<file path="src/rtl/jellyvl_synctimer_pkg.sv">
`default_nettype none
// ============================================================================
//  Module   : jellyvl_synctimer_pkg
//  Purpose  : Shared types, adjust-sign encoding and step derivation for the
//             synchronised local timer and its adjuster driver.
//  Revision : 1.0  initial release
// ============================================================================
package jellyvl_synctimer_pkg;

  localparam int DEFAULT_TIMER_WIDTH = 64;

  typedef logic [DEFAULT_TIMER_WIDTH-1:0] t_time;

  // Adjust sign encoding used on the adjust handshake
  localparam logic ADJUST_SIGN_PLUS  = 1'b0;
  localparam logic ADJUST_SIGN_MINUS = 1'b1;

  typedef struct packed {
    logic [31:0] step_int;
    logic [31:0] step_frac;
  } t_step;

  // Split NUM/DEN into an integer part and a fractional remainder
  function automatic t_step calc_step(input int num, input int den);
    t_step s;
    if (den < 1) begin
      s.step_int  = '0;
      s.step_frac = '0;
    end else begin
      s.step_int  = 32'(num / den);
      s.step_frac = 32'(num % den);
    end
    return s;
  endfunction

endpackage
`default_nettype wire

</file>
<file path="src/rtl/jellyvl_synctimer_frac_step.sv">
`default_nettype none
// ============================================================================
//  Module   : jellyvl_synctimer_frac_step
//  Purpose  : Fractional accumulator producing the per-cycle integer step
//             (STEP_INT plus a carry whenever the remainder overflows).
//  Revision : 1.0  initial release
// ============================================================================
module jellyvl_synctimer_frac_step
  import jellyvl_synctimer_pkg::*;
#(
  parameter int TIMER_WIDTH = 64,
  parameter int NUMERATOR   = 10,
  parameter int DENOMINATOR = 3,
  parameter int FRAC_WIDTH  = $clog2(DENOMINATOR) + 1
) (
  input  logic                   rst,
  input  logic                   clk,
  input  logic                   clear,
  output logic [TIMER_WIDTH-1:0] step
);

  localparam t_step STEP      = calc_step(NUMERATOR, DENOMINATOR);
  localparam int    SUM_WIDTH = FRAC_WIDTH + 1;

  localparam logic [SUM_WIDTH-1:0]   C_STEP_FRAC = SUM_WIDTH'(STEP.step_frac);
  localparam logic [SUM_WIDTH-1:0]   C_DEN       = SUM_WIDTH'(DENOMINATOR);
  localparam logic [TIMER_WIDTH-1:0] C_STEP_INT  = TIMER_WIDTH'(STEP.step_int);

  logic [FRAC_WIDTH-1:0] frac_q;
  logic [FRAC_WIDTH-1:0] frac_d;
  logic [SUM_WIDTH-1:0]  sum;
  logic                  carry;

  // Remainder accumulation with carry-out; a clear restarts the phase at zero
  always_comb begin
    sum   = {1'b0, frac_q} + C_STEP_FRAC;
    carry = 1'b0;
    if (sum >= C_DEN) begin
      carry  = 1'b1;
      frac_d = FRAC_WIDTH'(sum - C_DEN);
    end else begin
      frac_d = sum[FRAC_WIDTH-1:0];
    end
    if (clear) begin
      frac_d = '0;
    end
  end

  // Integer step for this cycle, zero-extended to timer width
  always_comb begin
    step = C_STEP_INT + TIMER_WIDTH'(carry);
  end

  // Remainder register
  always_ff @(posedge clk) begin
    if (rst) begin
      frac_q <= '0;
    end else begin
      frac_q <= frac_d;
    end
  end

endmodule
`default_nettype wire

</file>
<file path="src/rtl/jellyvl_synctimer_timer.sv">
`default_nettype none
// ============================================================================
//  Module   : jellyvl_synctimer_timer
//  Purpose  : Local synchronised timer advancing NUMERATOR/DENOMINATOR units
//             per clock, with +/-1 unit adjust handshake and hard time load.
//  Revision : 1.0  initial release
// ============================================================================
module jellyvl_synctimer_timer
  import jellyvl_synctimer_pkg::*;
#(
  parameter int                     TIMER_WIDTH = 64,
  parameter int                     NUMERATOR   = 10,
  parameter int                     DENOMINATOR = 3,
  parameter int                     FRAC_WIDTH  = $clog2(DENOMINATOR) + 1,
  parameter logic [TIMER_WIDTH-1:0] INIT_TIME   = '0
) (
  input  logic                   rst,
  input  logic                   clk,
  input  logic [TIMER_WIDTH-1:0] set_time,
  input  logic                   set_valid,
  input  logic                   adjust_sign,
  input  logic                   adjust_valid,
  output logic                   adjust_ready,
  output logic [TIMER_WIDTH-1:0] current_time
);

  // A step of at least one unit keeps the timer monotonic under a minus adjust
  if (DENOMINATOR < 1 || NUMERATOR < DENOMINATOR) begin : g_param_check
    $error("jellyvl_synctimer_timer: require DENOMINATOR >= 1 and NUMERATOR >= DENOMINATOR");
  end

  localparam logic [TIMER_WIDTH-1:0] C_ONE = TIMER_WIDTH'(1);

  logic                   enable_q;
  logic [TIMER_WIDTH-1:0] time_q;
  logic [TIMER_WIDTH-1:0] time_d;
  logic [TIMER_WIDTH-1:0] step;
  logic                   accept;

  jellyvl_synctimer_frac_step #(
    .TIMER_WIDTH (TIMER_WIDTH),
    .NUMERATOR   (NUMERATOR),
    .DENOMINATOR (DENOMINATOR),
    .FRAC_WIDTH  (FRAC_WIDTH)
  ) u_frac_step (
    .rst   (rst),
    .clk   (clk),
    .clear (set_valid),
    .step  (step)
  );

  // Adjust is refused for one cycle after reset and whenever a load is present
  always_comb begin
    adjust_ready = enable_q & ~set_valid;
    accept       = adjust_valid & adjust_ready;
  end

  // Next time: load wins, then an accepted adjust, otherwise the plain step
  always_comb begin
    if (set_valid) begin
      time_d = set_time;
    end else if (accept) begin
      if (adjust_sign == ADJUST_SIGN_PLUS) begin
        time_d = time_q + step + C_ONE;
      end else begin
        time_d = time_q + step - C_ONE;
      end
    end else begin
      time_d = time_q + step;
    end
  end

  // Timer and handshake-enable registers
  always_ff @(posedge clk) begin
    if (rst) begin
      time_q   <= INIT_TIME;
      enable_q <= 1'b0;
    end else begin
      time_q   <= time_d;
      enable_q <= 1'b1;
    end
  end

  assign current_time = time_q;

endmodule
`default_nettype wire

</file>
<file path="config.mk">
export PLATFORM = sky130hd
export DESIGN_NAME = jellyvl_synctimer_timer
export DESIGN_NICKNAME = d
export VERILOG_FILES = /design/src/rtl/jellyvl_synctimer_pkg.sv /design/src/rtl/jellyvl_synctimer_frac_step.sv /design/src/rtl/jellyvl_synctimer_timer.sv
export SDC_FILE = /design/constraint.sdc
export NUM_CORES = 1
export LEC_CHECK = 0
export BUFFER_PORTS_ARGS = -buffer_cell sky130_fd_sc_hd__buf_2
export CELL_PAD_IN_SITES_DETAIL_PLACEMENT = 0
export CELL_PAD_IN_SITES_GLOBAL_PLACEMENT = 2
export CORE_MARGIN = 2
export CORE_UTILIZATION = 25
export DETAILED_ROUTE_END_ITERATION = 8
export GPL_TIMING_DRIVEN = 0
export PLACE_DENSITY = 0.69
export SLEW_MARGIN = 15
export SYNTH_ARGS = -nofsm -noshare
export SYNTH_HDL_FRONTEND = slang
export SYNTH_HIERARCHICAL = 1
export SYNTH_SLANG_ARGS = --single-unit
</file>
<file path="constraint.sdc">
create_clock -name clk -period 7.4 [get_ports clk]
set_input_delay 1.11 -clock clk [delete_from_list [all_inputs] [get_ports clk]]
set_output_delay 1.11 -clock clk [all_outputs]
set_load 0.02 [all_outputs]
</file>
==> run summary, run 1 <==
Sw Share = 54.46%
Seq/Total Area, Yosys = 12.58%
r2r setup slk = 0.13 ns
adder-cell area share of the yosys netlist = 15.86%
Final Power = 3.813 mW
post-synth cell types = 65
CTS Buf Count = 9
Area growth syn-to-layout = 18.39%
Synth Flop Type = dfxtp_1
Clock transition at path regs = 0.06 ns
Wirelength per Cell = 20.66 um
VDD IR max = 0.0001455 V
Hold Violations, Final = 0
Final Util = 29.88%
placed instance area = 12470 um^2
minimum clock period = 7.265 ns
Rel. slew slack = 27.02%
CP Data Required Time = 7.63 ns
#FFs+latches synth = 68
routed via count = 11840
Post-synth EDFFs = 0
worst hold path type = reg2reg
RePlAce Congestion = 0.8964
largest net degree at the start of global routing = 43
DRT iter0 DRCs = 916
core outline area = 42890 um^2
LEAKAGE = 5.979 nW
Initial DRT Pass Iterations = 5
yosys warns = 6
die height = 212.1 um
final worst-path cycle share = 98.18%
clock skew = 0.01160 ns
grt total ovfl = 0
crit path DAT = 7.50 ns
RSZ-0062 raised after global routing = yes
row count = 76
die area = 44980 um^2
CTS Sinks = 68
sequential share of power = 12.2%
Gate Count Post-Synth = 1547
Nets = 1957
max-cap violations = 0
worst setup path class = reg2reg
top-count cell post-synth = a21oi_1
fmax = 137.6 MHz
Synth area leaders = ha_1 (15%), dfxtp_1 (13%), a21oi_1 (9.1%)
TritonCTS clock tree = yes
combinational power share = 74.7%
vias in the first global route = 11143
Psw = 2.076 mW
final WL = 48390 um
setup bufs post-CTS = 0
GRT Total Usage = 21.37%
Post-synth top cells = a21oi_1 (196), nand2_1 (175), ha_1 (134)
# setup viols final = 0
fin area = 12810 um^2
initial antenna violation count = 1
async set-or-reset flop fraction in the synthesized netlist = 0%
crit-path max FO = 7
main combinational cell family by area after synthesis = compound AO/OA/AOI/OAI gates
H-tree levels = 3
initial core utilization = 25.24%
CP startpoint kind = flop
count of final max-slew check failures = 0
area leader, netlist = ha_1
P_int = 1.736 mW
clock power share = 13.0%
Root Driver = clkbuf_16
Syn Area/Cell = 6.997 um^2
global-route wire length before repair = 70970 um
# hold bufs at CTS = 0
later-pin clock latency in the skew report = 0.38 ns
Clock Tree Buf Depth = 2
mux cell area share after synthesis = 0.3699%
die width = 212.1 um
remaining antenna violation count = 0
xor and xnor area share after synthesis = 9.629%
Port Buffer Count = 133
DR vias/cell = 5.056
Critical Path End Type = flop
Synth top area share = 15.49%
status = completed
simple-gate share of the synthesized area = 18.80%
Worst-Margin Slew = 1.086 ns
Post-DP HPWL = 40770 um
Residual DRC = 0
pwr/cell area = 297.5 nW/um^2
Syn Std Cell Area = 10820 um^2
Compound-Gate Fraction of Synth Area = 33.82%
ant diodes = 0
layout cells sized above 1 = 13.72%
I/O pins = 134
-- worst paths after layout --
kind	from	to	depth (start not counted)
hold reg to reg	u_frac_step/frac_q[1]$_SDFF_PP0_	u_frac_step/frac_q[2]$_SDFF_PP0_	2
hold / removal	u_frac_step/frac_q[1]$_SDFF_PP0_	u_frac_step/frac_q[2]$_SDFF_PP0_	2
setup / recovery	u_frac_step/frac_q[1]$_SDFF_PP0_	current_time[63]$_SDFF_PP0_	24
setup reg to reg	u_frac_step/frac_q[1]$_SDFF_PP0_	current_time[63]$_SDFF_PP0_	24
-- layout make-up --
type,instances,area (um^2)
Clock buffer,12,236.5
Tap cell,585,732.0
Fill cell,4833,30070
Timing Repair Buffer,134,688.2
Buffer,140,762.0
Inverter,54,202.7
Sequential cell,68,1361
Multi-Input combinational cell,1345,8758
Clock inverter,4,73.82
-- metal layers --
layer  routed length, um  global-route usage, %
met3                2010                  1.965
met5                   0                      0
met1               24780                  31.83
met4                 738                  4.784
met2               20860                  32.97
-- layout by cell type (no fill, tap or decap), drive strengths merged, types with 9 or more instances in the layout --
master | Yosys | final
buf | 68 | 202
a21oi | 196 | 196
nand2 | 175 | 175
ha | 134 | 134
nor2 | 129 | 129
o21ai | 112 | 112
clkbuf | 72 | 84
xnor2 | 76 | 76
dfxtp | 68 | 68
a21o | 65 | 65
conb | 1 | 61
inv | 54 | 54
xor2 | 43 | 43
nand4 | 38 | 38
o21bai | 32 | 32
a211oi | 27 | 27
nor3 | 26 | 26
a31oi | 21 | 21
nand3 | 20 | 20
o21a | 15 | 15
o211ai | 13 | 13
nor2b | 11 | 11
a221oi | 11 | 11
and3 | 10 | 10
o211a | 9 | 9
or2 | 9 | 9
-- metrics by stage --
step / cells / TNS, ns / hold slack (ns) / worst slack, ns
finish: 2342 / 0 / 0.4876 / 0.1346
global route: 2342 / -0.1566 / 0.5038 / -0.1525
CTS: 2342 / 0 / 0.4819 / 0.09993
detailed placement: 2326 / -0.05676 / 0.4707 / -0.05676
global placement: 2325 / -0.1226 / 0.4665 / -0.1226
floorplan: 1607 / 0 / 0.4463 / 2.152
-- power by group through the flow --
stage	clock, mW	sequential, mW	combinational (mW)
3_5_place_dp	0	0.477	2.74
2_1_floorplan	0	0.523	1.93
4_1_cts	0.511	0.469	2.75
5_1_grt	0.522	0.473	3.12
3_3_place_gp	0	0.476	2.75
6_report	0.498	0.467	2.85
-- logic make-up (layout without fill, tap and decap cells) --
logic type | after synthesis | after routing
flip-flops | 68 | 68
multiplexers | 4 | 4
buffers and inverters | 194 | 344
XOR/XNOR | 119 | 119
adder cells (fa/ha/maj) | 136 | 136
AND/OR/NAND/NOR | 453 | 453
AO/OA/AOI/OAI | 572 | 572
other | 1 | 61
-- registers in the layout, summed over array words and instances, names as in the netlist --
| signal | count |
|---|---|
| enable_q | 1 |
| u_frac_step/frac_q | 3 |
| current_time | 64 |
-- repair_timing --
item                                    4_1_cts  5_1_grt
hold endpoints to repair                      0        0
resized for setup                             1        6
endpoints found under the setup margin        1        6
pin swaps                                     0        0
-- critical path: stages, from the launching register on --
cell      delay (ns)
dfxtp_1         0.34
nor2_1          0.22
ha_1            0.23
inv_1           0.06
fa_1            0.40
nor2b_1         0.18
o211ai_1        0.31
a211oi_2        0.30
nor3_2          0.14
o31ai_1         0.55
a221oi_2        0.19
o31ai_1         0.67
a21oi_1         0.18
xnor2_1         0.47
ha_1            0.33
clkbuf_1        0.18
a21oi_1         0.22
o21ai_0         0.11
a221oi_1        0.33
nor2_1          0.07
a211oi_1        0.36
mux2i_1         0.15
o41ai_2         0.52
xor2_1          0.15
a211oi_1        0.43
Note: power is estimated with default switching activity, not from simulation.
==> run 2: changes to the inputs <==
CORE_UTILIZATION = 34   (was 25)
PLACE_DENSITY = 0.88   (was 0.69)
==> run 2 against run 1 <==
  * Register-to-register slack improved by 0.25 ns
  * Cell area decreased by 1.8%
  * Worst hold slack got worse by 0.0062 ns
  * Cell count decreased by 7.8%
  * Combinational power about the same
  * Sequential cell count unchanged
  * Worst setup slack improved by 0.25 ns
  * Utilization increased by 10 points
  * Wire length decreased by 6.6%
  * Sequential share of layout area increased by 0.20 points
  * Critical path depth increased by 1
  * Critical endpoint unchanged
  * Largest cell class unchanged
  * Highest routed layer unchanged
==> run summary, run 2 (synthesis results as in run 1) <==
largest net degree at the start of global routing = 62 (+44%)
crit path DAT = 7.29 ns (-0.21 ns)
WHS = 0.4814 ns (-0.006152 ns)
worst setup path class = reg2reg
DRT iter0 DRCs = 1098 (+20%)
sequential share of power = 12.3% (about the same)
most common cell after layout, fill and taps aside = a21oi_1
fmax = 142.5 MHz (+3.5%)
VDD IR max = 0.0001323 V (-9.0%)
Wirelength per Cell = 20.93 um (+1.3%)
Top Metal Used = met4
total negative slack = 0 ns (unchanged)
# setup viols final = 0 (unchanged)
Clock transition at path regs = 0.06 ns (about the same)
RSZ-0062 raised after global routing = no
Nets = 1958 (+0.051%)
Initial DRT Pass Iterations = 5 (unchanged)
I/O pins = 134 (unchanged)
later-pin clock latency in the skew report = 0.39 ns (about the same)
GRT Total Usage = 26.93% (+5.6 points)
Rel. slew slack = 32.23% (+5.2 points)
TritonCTS clock tree = yes
Psw = 2.079 mW (+0.15%)
non-filler instance count after layout = 2160 (-7.8%)
Fillers = 3414 (-29%)
pwr/cell area = 300.3 nW/um^2 (+0.93%)
vias in the first global route = 11119 (-0.22%)
Root Driver = clkbuf_16
Sw Share = 55.04% (+0.58 points)
die height = 182.4 um (-14%)
global-route wire length before repair = 67390 um (-5.1%)
clock skew = 0.02059 ns (+0.008992 ns)
minimum clock period = 7.019 ns (-0.2465 ns)
routed via count = 12117 (+2.3%)
# hold bufs at CTS = 0 (unchanged)
Residual DRC = 0 (unchanged)
layout cells sized above 1 = 13.82% (+0.11 points)
die area = 33280 um^2 (-26%)
LEAKAGE = 5.980 nW (about the same)
initial core utilization = 34.39% (+9.2 points)
Worst-Margin Slew = 1.009 ns (-0.07767 ns)
count of final max-slew check failures = 0 (unchanged)
Port Buffer Count = 133 (unchanged)
fin area = 12580 um^2 (-1.8%)
row count = 65 (-14%)
most frequent cells in the layout = a21oi_1 (196), nand2_1 (175), ha_1 (134)
CTS Buf Count = 9 (unchanged)
CP Data Required Time = 7.67 ns (+0.04 ns)
metal2 WL = 18680 um (-10%)
worst hold path type = reg2reg
worst hold stages = 2 (unchanged)
status = completed
crit-path max FO = 7 (unchanged)
remaining antenna violation count = 0 (unchanged)
clock power share = 12.0% (-1.0 points)
DR vias/cell = 5.610 (+11%)
Final Power = 3.778 mW (-0.90%)
combinational power share = 75.7% (+1.0 points)
metal3 WL = 2657 um (+32%)
P_int = 1.699 mW (-2.2%)
initial antenna violation count = 1 (unchanged)
final WL = 45200 um (-6.6%)
grt total ovfl = 0 (unchanged)
placed instance area = 12250 um^2 (-1.8%)
ant diodes = 0 (unchanged)
Hold Violations, Final = 0 (unchanged)
final worst-path cycle share = 94.85% (-3.3 points)
die width = 182.4 um (-14%)
RePlAce Congestion = 0.9621 (+7.3%)
Met1 Routed Length = 22630 um (-8.7%)
Area growth syn-to-layout = 16.24%
core outline area = 31470 um^2 (-27%)
Clock Tree Buf Depth = 2 (unchanged)
R2R cell count = 25 (+4.2%)
Critical Path End Type = flop
CP startpoint kind = flop
max-cap violations = 0 (unchanged)
max FFs per register = 64 (unchanged)
H-tree levels = 3 (unchanged)
CTS Sinks = 68 (unchanged)
Post-DP HPWL = 37340 um (-8.4%)
DP Cell Count = 2143 (-7.9%)
==> run 2: cell count changes in the layout (fill, tap and decap cells not counted), sizes merged <==
cell | previous run | this run
buf | 202 | 203
clkbuf | 84 | 87
clkinv | 2 | 1
bufinv | 2 | 0
==> run 2: layer usage <==
metal / up-vias / global-route usage (%)
li1: 5936 / -
met3: 56 / 4.311
met2: 409 / 39.48
met4: 0 / 8.484
met1: 5716 / 39.87
met5: - / 0
==> run 2: worst paths after layout <==
kind                                      end                              from  slack (ns)
min          u_frac_step/frac_q[2]$_SDFF_PP0_  u_frac_step/frac_q[2]$_SDFF_PP0_        0.48
max               current_time[63]$_SDFF_PP0_  u_frac_step/frac_q[1]$_SDFF_PP0_        0.38
max reg2reg       current_time[63]$_SDFF_PP0_  u_frac_step/frac_q[1]$_SDFF_PP0_        0.38
min reg2reg  u_frac_step/frac_q[2]$_SDFF_PP0_  u_frac_step/frac_q[2]$_SDFF_PP0_        0.48
==> run 2: worst max-delay path, stage by stage, from the launching register on <==
cell,delay (ns)
dfxtp_1,0.34
nor2_1,0.31
inv_1,0.07
buf_4,0.14
ha_1,0.24
a211oi_1,0.37
o21ai_1,0.25
o2111a_1,0.35
o31ai_4,0.49
o21ai_1,0.28
a21o_1,0.24
a21oi_1,0.24
o21ai_0,0.17
xnor2_2,0.21
ha_1,0.44
nand2_1,0.14
a211oi_1,0.22
o21ai_0,0.13
a21oi_1,0.32
a2111o_1,0.16
nand2_1,0.13
a211o_1,0.36
o211a_1,0.24
o41ai_2,0.53
xor2_1,0.17
a211oi_2,0.34
==> run 2: repair_timing <==
item,CTS,global route
endpoints found under the hold margin,0,0
setup buffers,0,1
setup endpoints to repair,0,5
resized for setup,0,9
==> run 2: cell type report <==
cell class | count | area [um^2] | area share, %
Buffer | 140 | 762.0 | 6.056
Clock buffer | 15 | 277.8 | 2.208
Clock inverter | 1 | 5.005 | 0.03978
Inverter | 54 | 202.7 | 1.611
Multi-Input combinational cell | 1345 | 8767 | 69.68
Sequential cell | 68 | 1361 | 10.82
Tap cell | 402 | 503.0 | 3.998
Timing Repair Buffer | 135 | 703.2 | 5.589
==> run 2: stage by stage <==
step | util, % | worst slack (ns)
6_report | 39.98 | 0.3811
5_1_grt | 39.98 | 0.07528
4_1_cts | 39.81 | 0.03326
3_5_place_dp | 38.91 | 0.1040
3_3_place_gp | 38.82 | 0.07843
2_1_floorplan | - | 2.152
==> run 2: power by group through the flow <==
stage / logic (mW) / registers [mW] / clock network [mW]
2_1_floorplan: 1.93 / 0.523 / 0
3_3_place_gp: 2.73 / 0.470 / 0
3_5_place_dp: 2.72 / 0.471 / 0
4_1_cts: 2.74 / 0.463 / 0.458
5_1_grt: 3.14 / 0.468 / 0.469
6_report: 2.86 / 0.463 / 0.454
==> run 3: changes to the inputs <==
BUFFER_PORTS_ARGS = -buffer_cell sky130_fd_sc_hd__buf_4   (was -buffer_cell sky130_fd_sc_hd__buf_2)
CORE_UTILIZATION = 35   (was 34)
CTS_BUF_LIST = sky130_fd_sc_hd__clkbuf_2   (was unset)
PLACE_DENSITY = 0.9   (was 0.88)
==> run 3 against run 2 <==
  * Combinational power rose by 2%
  * Total power fell by 4.2%
  * Wire length fell by 0.44%
  * Die area fell by 2.8%
  * Fmax fell by 1.2%
  * Via count fell by 1.7%
  * First-iteration DRC count fell by 11%
  * Register-to-register slack got worse by 0.08 ns
  * Largest cell class unchanged
  * Highest routed layer unchanged
==> run summary, run 3 (synthesis results as in run 1) <==
initial core utilization = 35.48% (+1.1 points)
layout cells sized above 1 = 14.07% (+0.24 points)
CTS Buf Count = 9 (unchanged)
# setup viols final = 0 (unchanged)
pwr/cell area = 284.5 nW/um^2 (-5.3%)
multi-input combinational cell area = 8796 um^2 (+0.33%)
VDD IR max = 0.00008689 V (-34%)
fmax = 140.8 MHz (-1.2%)
most frequent cells in the layout = buf_4 (196), a21oi_1 (195), nand2_1 (175)
DR vias/cell = 5.532 (-1.4%)
r2r setup slk = 0.30 ns (-0.08 ns)
CP startpoint = u_frac_step/frac_q[1]$_SDFF_PP0_
RePlAce Congestion = 0.9682 (+0.63%)
max FFs per register = 64 (unchanged)
RSZ-0062 raised after global routing = no
final worst-path cycle share = 95.96% (+1.1 points)
grt total ovfl = 0 (unchanged)
R2R cell count = 24 (-4.0%)
most common cell after layout, fill and taps aside = buf_4
setup bufs post-CTS = 0 (unchanged)
die height = 179.9 um (-1.4%)
Wirelength per Cell = 20.90 um (-0.12%)
I/O pins = 134 (unchanged)
Post-DP HPWL = 37560 um (+0.59%)
DRT iter0 DRCs = 981 (-11%)
die width = 179.9 um (-1.4%)
final WL = 45000 um (-0.44%)
Register Area = 1361 um^2 (unchanged)
Worst-Margin Slew = 1.060 ns (+0.05161 ns)
Critical R2R Launch = u_frac_step/frac_q[1]$_SDFF_PP0_
remaining antenna violation count = 0 (unchanged)
LEAKAGE = 5.992 nW (+0.20%)
crit-path max FO = 5 (-2)
Residual DRC = 0 (unchanged)
die area = 32350 um^2 (-2.8%)
total negative slack = 0 ns (unchanged)
worst hold path type = reg2reg
GRT Total Usage = 27.08% (+0.15 points)
Clock transition at path regs = 0.25 ns (+0.19 ns)
R2R Path End = current_time[61]$_SDFF_PP0_
Port Buffer Count = 133 (unchanged)
routed via count = 11910 (-1.7%)
largest net degree at the start of global routing = 73 (+18%)
Nets = 1956 (-0.10%)
Root Driver = clkbuf_2
Clock Tree Buf Depth = 2 (unchanged)
global-route wire length before repair = 67590 um (+0.31%)
Area growth syn-to-layout = 17.60%
max-cap violations = 0 (unchanged)
clock skew = 0.05644 ns (+0.03585 ns)
H-tree levels = 3 (unchanged)
Critical Path End Type = flop
Initial DRT Pass Iterations = 5 (unchanged)
later-pin clock latency in the skew report = 0.64 ns (+0.25 ns)
vias in the first global route = 11299 (+1.6%)
row count = 64 (-1.5%)
CP startpoint kind = flop
worst hold stages = 2 (unchanged)
Placement Setup Slack = 0.1207 ns (+0.01671 ns)
minimum clock period = 7.101 ns (+0.08191 ns)
status = completed
Setup crit end = current_time[61]$_SDFF_PP0_
TritonCTS clock tree = yes
CTS Sinks = 68 (unchanged)
# hold bufs at CTS = 0 (unchanged)
core outline area = 30510 um^2 (-3.1%)
crit path DAT = 7.57 ns (+0.28 ns)
count of final max-slew check failures = 0 (unchanged)
Hold Violations, Final = 0 (unchanged)
initial antenna violation count = 1 (unchanged)
Fillers = 3316 (-2.9%)
worst setup path class = reg2reg
worst setup margin = 0.2992 ns (-0.08191 ns)
Rel. slew slack = 28.77% (-3.5 points)
CP Data Required Time = 7.87 ns (+0.20 ns)
-- run 3: cell types whose count changed in the layout (fill, tap and decap cells not counted), sizes merged --
cell    previous run  this run
clkbuf            87        81
clkinv             1         5
buf              203       201
bufinv             0         1
diode              0         1
inv               54        55
-- run 3: critical path: stages, from the launching register on --
cell      delay [ns]
dfxtp_1         0.40
nor2_1          0.26
inv_1           0.07
buf_4           0.13
ha_1            0.34
o211ai_1        0.12
o21ai_1         0.44
o2111a_1        0.35
o31ai_4         0.16
o41a_1          0.49
or3_1           0.35
o21ai_1         0.25
a21oi_1         0.12
xnor2_1         0.49
ha_1            0.26
nand4_1         0.14
or2_2           0.35
nor3_1          0.26
nand3_1         0.12
o21ai_1         0.36
a41oi_1         0.27
o21ai_0         0.38
a21oi_1         0.16
mux2i_1         0.14
a21boi_0        0.52
-- run 3: worst min path at each step --
| stage | from | endpoint | slack (ns) |
|---|---|---|---|
| after detailed placement | u_frac_step/frac_q[1]$_SDFF_PP0_ | u_frac_step/frac_q[2]$_SDFF_PP0_ | 0.47 |
| after CTS | u_frac_step/frac_q[1]$_SDFF_PP0_ | u_frac_step/frac_q[2]$_SDFF_PP0_ | 0.50 |
| after floorplan | u_frac_step/frac_q[1]$_SDFF_PP0_ | u_frac_step/frac_q[2]$_SDFF_PP0_ | 0.45 |
| after global routing | u_frac_step/frac_q[1]$_SDFF_PP0_ | u_frac_step/frac_q[2]$_SDFF_PP0_ | 0.53 |
| after global placement | u_frac_step/frac_q[1]$_SDFF_PP0_ | u_frac_step/frac_q[2]$_SDFF_PP0_ | 0.47 |
| final | u_frac_step/frac_q[1]$_SDFF_PP0_ | u_frac_step/frac_q[2]$_SDFF_PP0_ | 0.50 |
-- run 3: repair_timing --
item / in CTS / in global routing
gates cloned: 0 / 0
gates resized for setup: 1 / 13
endpoints found under the setup margin: 1 / 12
-- run 3: power by group --
part | switching (mW) | internal (mW)
clock | 0.173 | 0.0772
sequential | 0.0436 | 0.421
combinational | 1.84 | 1.06
total | 2.06 | 1.56
-- run 3: per-layer routing --
metal	up-vias	part of all wire, %	GRT usage [%]
li1	5937	-	-
met1	5544	50	40.35
met2	375	41	39.16
met3	54	6.7	5.247
met4	0	2.5	7.512
met5	-	0	0
-- run 3: area by class of cell --
type                       count  share of cell area (%)
clock inverter                 7                  0.5209
clock buffer                   9                  0.3538
tap                          396                   3.892
antenna                        1                 0.01966
buffer                       140                   5.986
inverter                      54                   1.592
timing repair buffer         133                   7.844
sequential                    68                   10.69
multi-input combinational   1345                   69.10
-- run 3: per-stage QoR --
stage | instance area, um^2 | total power [mW] | std cells | utilization [%] | hold WS, ns
after detailed placement | 12540 | 3.239 | 2136 | 41.11 | 0.4700
after floorplan | 11050 | 2.452 | 1607 | - | 0.4463
after global placement | 12540 | 3.242 | 2136 | 41.11 | 0.4654
after global routing | 12730 | 3.911 | 2153 | 41.72 | 0.5256
final | 12730 | 3.621 | 2153 | 41.72 | 0.4985
after CTS | 12660 | 3.503 | 2152 | 41.50 | 0.4991
